### src/rtl/led_fader_pkg.sv
// led_fader_pkg: shared constants and types for the LED fader.
//   LEVEL_W      - width of a brightness level
//   LEVEL_MAX    - full-on level (also one more than the last PWM count)
//   chan_state_t - per-channel fade direction, derived from level vs target
package led_fader_pkg;

  localparam int LEVEL_W   = 8;
  localparam int LEVEL_MAX = 255;

  typedef enum logic [1:0] {
    IDLE = 2'd0,
    RISE = 2'd1,
    FALL = 2'd2
  } chan_state_t;

endpackage

### src/rtl/led_fader_channel.sv
// led_fader_channel: one fading LED channel.
// Ports:
//   clk_clk       - system clock
//   reset_reset_n - synchronous active-low reset
//   target        - 1 = fade toward full-on, 0 = fade toward off
//   step_tick     - one-cycle pulse that allows a single level step
//   bypass        - 1 = snap level to target every cycle
//   pwm_cnt       - shared free-running PWM counter
//   level         - current brightness level
//   pwm_on        - PWM compare result for this channel
//   busy_i        - level after this cycle's update still differs from target
module led_fader_channel
  import led_fader_pkg::*;
#(
  parameter int FULL_LEVEL = LEVEL_MAX
) (
  input  logic               clk_clk,
  input  logic               reset_reset_n,
  input  logic               target,
  input  logic               step_tick,
  input  logic               bypass,
  input  logic [LEVEL_W-1:0] pwm_cnt,
  output logic [LEVEL_W-1:0] level,
  output logic               pwm_on,
  output logic               busy_i
);

  localparam logic [LEVEL_W-1:0] ONE_LEVEL = LEVEL_W'(1);

  logic [LEVEL_W-1:0] level_reg;
  logic [LEVEL_W-1:0] level_next;
  logic [LEVEL_W-1:0] target_level;
  chan_state_t        state;

  assign target_level = target ? LEVEL_W'(FULL_LEVEL) : '0;

  // Direction is purely a function of where the level sits relative to the
  // target, so a target change mid-fade just flips direction from the
  // current value; steps only ever head toward the target, so no wrap.
  always_comb begin
    state = IDLE;
    if (level_reg < target_level) begin
      state = RISE;
    end else if (level_reg > target_level) begin
      state = FALL;
    end
  end

  always_comb begin
    level_next = level_reg;
    if (bypass) begin
      level_next = target_level;
    end else if (step_tick) begin
      case (state)
        RISE:    level_next = level_reg + ONE_LEVEL;
        FALL:    level_next = level_reg - ONE_LEVEL;
        default: level_next = level_reg;
      endcase
    end
  end

  always_ff @(posedge clk_clk) begin
    if (!reset_reset_n) begin
      level_reg <= '0;
    end else begin
      level_reg <= level_next;
    end
  end

  assign level  = level_reg;
  // pwm_cnt never reaches FULL_LEVEL, so full level is solid on, zero solid off.
  assign pwm_on = (pwm_cnt < level_reg);
  // Uses the post-update level so busy drops on the same edge as the final step.
  assign busy_i = (level_next != target_level);

endmodule

### src/rtl/led_fader.sv
// led_fader: fades the LED PIO outputs into the board LED pins.
// Ports:
//   clk_clk       - system clock (same clock as the PIO)
//   reset_reset_n - synchronous active-low reset
//   leds_in       - PIO LED bits; each selects full-on or off as the target
//   bypass        - 1 = drive pins directly from the registered PIO bits
//   led_out       - registered LED pin drive
//   busy          - registered; 1 while any level differs from its target
module led_fader #(
  parameter int N_LEDS      = 8,
  parameter int LEVEL_MAX   = 255,
  parameter int STEP_CYCLES = 196608
) (
  input  logic              clk_clk,
  input  logic              reset_reset_n,
  input  logic [N_LEDS-1:0] leds_in,
  input  logic              bypass,
  output logic [N_LEDS-1:0] led_out,
  output logic              busy
);

  import led_fader_pkg::*;

  localparam int STEP_W = (STEP_CYCLES > 2) ? $clog2(STEP_CYCLES) : 1;
  localparam logic [STEP_W-1:0]  STEP_LAST = STEP_W'(STEP_CYCLES - 1);
  localparam logic [STEP_W-1:0]  STEP_ONE  = STEP_W'(1);
  localparam logic [LEVEL_W-1:0] PWM_LAST  = LEVEL_W'(LEVEL_MAX - 1);
  localparam logic [LEVEL_W-1:0] PWM_ONE   = LEVEL_W'(1);

  logic [N_LEDS-1:0]  in_q_reg;
  logic [LEVEL_W-1:0] pwm_cnt_reg;
  logic [STEP_W-1:0]  step_cnt_reg;
  logic [N_LEDS-1:0]  led_out_reg;
  logic               busy_reg;

  logic               step_tick;
  logic [N_LEDS-1:0]  pwm_on_vec;
  logic [N_LEDS-1:0]  busy_vec;
  logic [N_LEDS-1:0]  led_out_next;
  logic [LEVEL_W-1:0] level [N_LEDS];

  assign step_tick = (step_cnt_reg == STEP_LAST);

  // Counters run regardless of bypass so leaving bypass resumes on the
  // normal step/PWM cadence.
  always_ff @(posedge clk_clk) begin
    if (!reset_reset_n) begin
      in_q_reg     <= '0;
      pwm_cnt_reg  <= '0;
      step_cnt_reg <= '0;
      led_out_reg  <= '0;
      busy_reg     <= 1'b0;
    end else begin
      in_q_reg     <= leds_in;
      pwm_cnt_reg  <= (pwm_cnt_reg == PWM_LAST) ? '0 : pwm_cnt_reg + PWM_ONE;
      step_cnt_reg <= step_tick ? '0 : step_cnt_reg + STEP_ONE;
      led_out_reg  <= led_out_next;
      busy_reg     <= |busy_vec;
    end
  end

  assign led_out_next = bypass ? in_q_reg : pwm_on_vec;

  generate
    for (genvar gi = 0; gi < N_LEDS; gi++) begin : g_chan
      led_fader_channel #(
        .FULL_LEVEL (LEVEL_MAX)
      ) u_chan (
        .clk_clk       (clk_clk),
        .reset_reset_n (reset_reset_n),
        .target        (in_q_reg[gi]),
        .step_tick     (step_tick),
        .bypass        (bypass),
        .pwm_cnt       (pwm_cnt_reg),
        .level         (level[gi]),
        .pwm_on        (pwm_on_vec[gi]),
        .busy_i        (busy_vec[gi])
      );

      // A dark channel must never produce a PWM pulse.
      always_ff @(posedge clk_clk) begin
        if (reset_reset_n) begin
          assert (!((level[gi] == '0) && pwm_on_vec[gi]));
        end
      end
    end
  endgenerate

  assign led_out = led_out_reg;
  assign busy    = busy_reg;

endmodule

### config.mk
export PLATFORM = sky130hd
export DESIGN_NAME = led_fader
export DESIGN_NICKNAME = d
export VERILOG_FILES = /design/src/rtl/led_fader_pkg.sv /design/src/rtl/led_fader_channel.sv /design/src/rtl/led_fader.sv
export SDC_FILE = /design/constraint.sdc
export NUM_CORES = 1
export LEC_CHECK = 0
export ABC_AREA = 1
export CAP_MARGIN = 20
export CORE_MARGIN = 4
export CORE_UTILIZATION = 64
export CTS_BUF_LIST = sky130_fd_sc_hd__clkbuf_4
export CTS_CLUSTER_DIAMETER = 150
export CTS_CLUSTER_SIZE = 12
export DETAILED_ROUTE_END_ITERATION = 6
export GPL_TIMING_DRIVEN = 0
export PLACE_DENSITY_LB_ADDON = 0.05
export SYNTH_ARGS = -nofsm -noshare
export SYNTH_HDL_FRONTEND = slang
export SYNTH_SLANG_ARGS = --single-unit
### constraint.sdc
create_clock -name clk_clk -period 9.34 [get_ports clk_clk]
set_input_delay 1.868 -clock clk_clk [delete_from_list [all_inputs] [get_ports clk_clk]]
set_output_delay 1.868 -clock clk_clk [all_outputs]
set_load 0.02 [all_outputs]
==> impl_results.md <==
* CTS root buf: clkbuf_4
* Psw at 543 uW
* Mean Syn Cell Area at between 6 and 7 um^2
* Final hold vios at 0
* Post-synth top cells: nand2_1, inv_1, nand3_1
* Async S/R FF share, synth at 0%
* CORE AREA at ~0.016 mm^2
* Cell count after synthesis at 1,604
* Leak at 5.94 nW
* First-pass GRT wire length at approximately 45 mm
* RSZ-0062 raised after global routing: false
* Clock Skew at between 0.01 and 0.015 ns
* Post-cts resize count at 0
* IO Count at 20
* Hpwl dp at a little over 20 mm
* Hold WC Path Type: register to register
* Router iterations before antenna repair at 6
* Num rows at 46
* Yosys cell types at 44
* Final-stage net count at between 1,500 and 2,000
* Die Wd at roughly 140 um
* WP data required at between 9 and 10 ns
* PD cells at 116 mW/mm^2
* TritonCTS buffer count at 9
* Fin Hold WS at about 0.46 ns
* Vias in the first global route at 9,752
* Synth area leader: dfxtp_1
* Largest net degree at the start of global routing at 21
* Initial Util at between 60% and 70%
* Final number of max-transition violations at 0
* Nature of the critical path endpoint: register
* Antenna violations before repair at 1
* Yosys top cell area share at approximately a fifth
* #FFs+latches synth at around 110
* Ys Warns at 0
* Initial drt markers at roughly 820
* Worst slew pin tran at ~1.1 ns
* Overflow after GRT at 0
* Setup CP Type: register to register
* # H-tree levels at 3
* Max Freq at between 200 and 250 MHz
* Tot GR Track Use at about 30%
* CTS tree: yes
* Tcrit/Tclk final at approximately half
* Main synth FF type: dfxtp_1
* Sequential power share at 40.3%
* Arr. time, crit path at ~5.0 ns
* Clock power frac at roughly a fifth
* Hold-fix buffers, CTS at 0
* Minimum clock period at 4.62 ns
* Layout cells sized above 1 at 3.05%
* Post-Route WL at about 27 mm
* Fillers at 1,542
* Clock Sink Count at approximately 110
* Synthesis-to-finish area growth at 5.64%
* Startpoint type of the worst setup path: register
* Synth area leaders: dfxtp_1, ha_1, nand2_1
* DR WL/cell at between 10 and 15 um
* Outcome: completed
* EDFF count, synth at 0
* Die area at 0.0185 mm^2
* Via density at ~5.7
* Post-DRT Antenna Nets at 0
* Finish-stage setup viols at 0
* Post-synthesis sequential area ratio at around 20%
* Rel. slew slack at roughly a quarter
* Die height at ~140 um
* Clock Pin Slew Worst Setup and Hold Paths at ~0.18 ns
* CTS Buffer Depth at 2
* Setup TNS at 0 ns
* Worst VDD drop at 0.0000675 V
* Synthesized Nets at 1,794
* Critical-path maximum fanout at 15
* Mapped cell area at 0.0105 mm^2
* Via count at about 11,000
* Most frequent cell after synthesis: nand2_1
* Routability cong. at 0.925
* Total internal power at between 700 and 800 uW
* Clock latency at the later pin of the worst-skew pair at ~0.53 ns
* I/O Buffers at 18
* DRC violations left at 0
* Post-CTS Setup Inserts at 0
* Comb pwr share at 40.4%
* Switching portion of total power at between 40% and 50%
* Largest register FFs at 64
* Max-Cap Viols at 0
## stage by stage
stage / area, um^2 / std cells / total power [mW] / setup WS [ns] / util (%)
floorplan: 10500 / 1604 / 0.921 / 5.78 / -
global placement: 11000 / 1838 / 1.02 / 4.55 / 68.5
detailed placement: 11000 / 1839 / 1.04 / 4.54 / 68.6
CTS: 11100 / 1855 / 1.29 / 4.86 / 69.4
global route: 11100 / 1856 / 1.40 / 4.33 / 69.4
finish: 11100 / 1856 / 1.29 / 4.72 / 69.4
## critical path, stage by stage, from the launching register on
cell and delay (ns):
dfxtp_1 0.37, clkbuf_1 0.39, clkinv_1 0.55, ha_1 0.48, nand2_1 0.07, nor2_1 0.15, nand2_1 0.07, nand2_1 0.09
nand2_1 0.07, inv_1 0.20, ha_1 0.34, a21oi_1 0.14, nand2_1 0.11, and2_1 0.17, o21ai_0 0.29, nand3_1 0.13
nand2_1 0.09, nand2_1 0.07, nand3_1 0.07, nand2_1 0.07, nor2_1 0.11, nand3_1 0.14, nor2_1 0.11, nand2_1 0.07
nor2_1 0.09, nor2_1 0.07
## power groups by stage
stage | Combinational [mW] | Sequential (mW) | Clock [mW]
2_1_floorplan | 0.404 | 0.517 | 0
3_3_place_gp | 0.498 | 0.527 | 0
3_5_place_dp | 0.513 | 0.527 | 0
4_1_cts | 0.517 | 0.517 | 0.253
5_1_grt | 0.604 | 0.521 | 0.271
6_report | 0.520 | 0.518 | 0.249
## placed cells by master, fill, tap and decap left out, drive strengths merged, types with 3 or more instances in the layout
cell	instances
o21a	6
a21oi	91
nand2	434
buf	17
nor2	121
dfxtp	107
xnor2	11
inv	240
nand4	68
nor3b	3
a211oi	3
o21bai	3
or2	8
nand3	180
xor2	27
o221ai	3
clkdlybuf4s50	18
o211ai	9
a21boi	5
a21o	7
o21ai	24
clkinv	3
fa	8
ha	171
nand3b	4
a31oi	18
nor4	3
nor3	17
clkbuf	25
## final timing paths
| check | start | to | slack [ns] | depth (start not counted) |
|---|---|---|---|---|
| setup / recovery | in_q_reg[4] | busy | 4.72 | 25 |
| hold / removal | step_cnt_reg[0] | step_cnt_reg[0] | 0.46 | 1 |
| setup reg to reg | in_q_reg[4] | busy | 4.72 | 25 |
| hold reg to reg | step_cnt_reg[0] | step_cnt_reg[0] | 0.46 | 1 |
## logic make-up after synthesis
group | Yosys count | share of synthesized area [%]
simple gates | 840 | 35.2
buf+inv | 269 | 10.1
fa+ha+maj | 179 | 21.9
compound gates | 171 | 9.32
flops | 107 | 20.4
xor+xnor | 38 | 3.17
## routing by layer
metal,GRT usage (%),wire (um),vias to the layer above
li1,-,-,5404
met1,38.9,12000,4730
met2,49.4,12400,372
met3,4.92,1870,83
met4,12.5,998,0
met5,0,0,-
## cell type report
class                           instances  area [um^2]  share of cell area, %
Timing Repair Buffer                   19          185                   1.67
Tap cell                              216          270                   2.43
Buffer                                 32          173                   1.55
Multi-Input combinational cell       1228         7310                   65.8
Sequential cell                       107         2140                   19.3
Clock inverter                          7         67.6                  0.608
Clock buffer                            9         67.6                  0.608
Antenna cell                            1         2.50                 0.0225
Inverter                              237          890                   8.01
No activity file was read; power rests on OpenSTA's default activity.
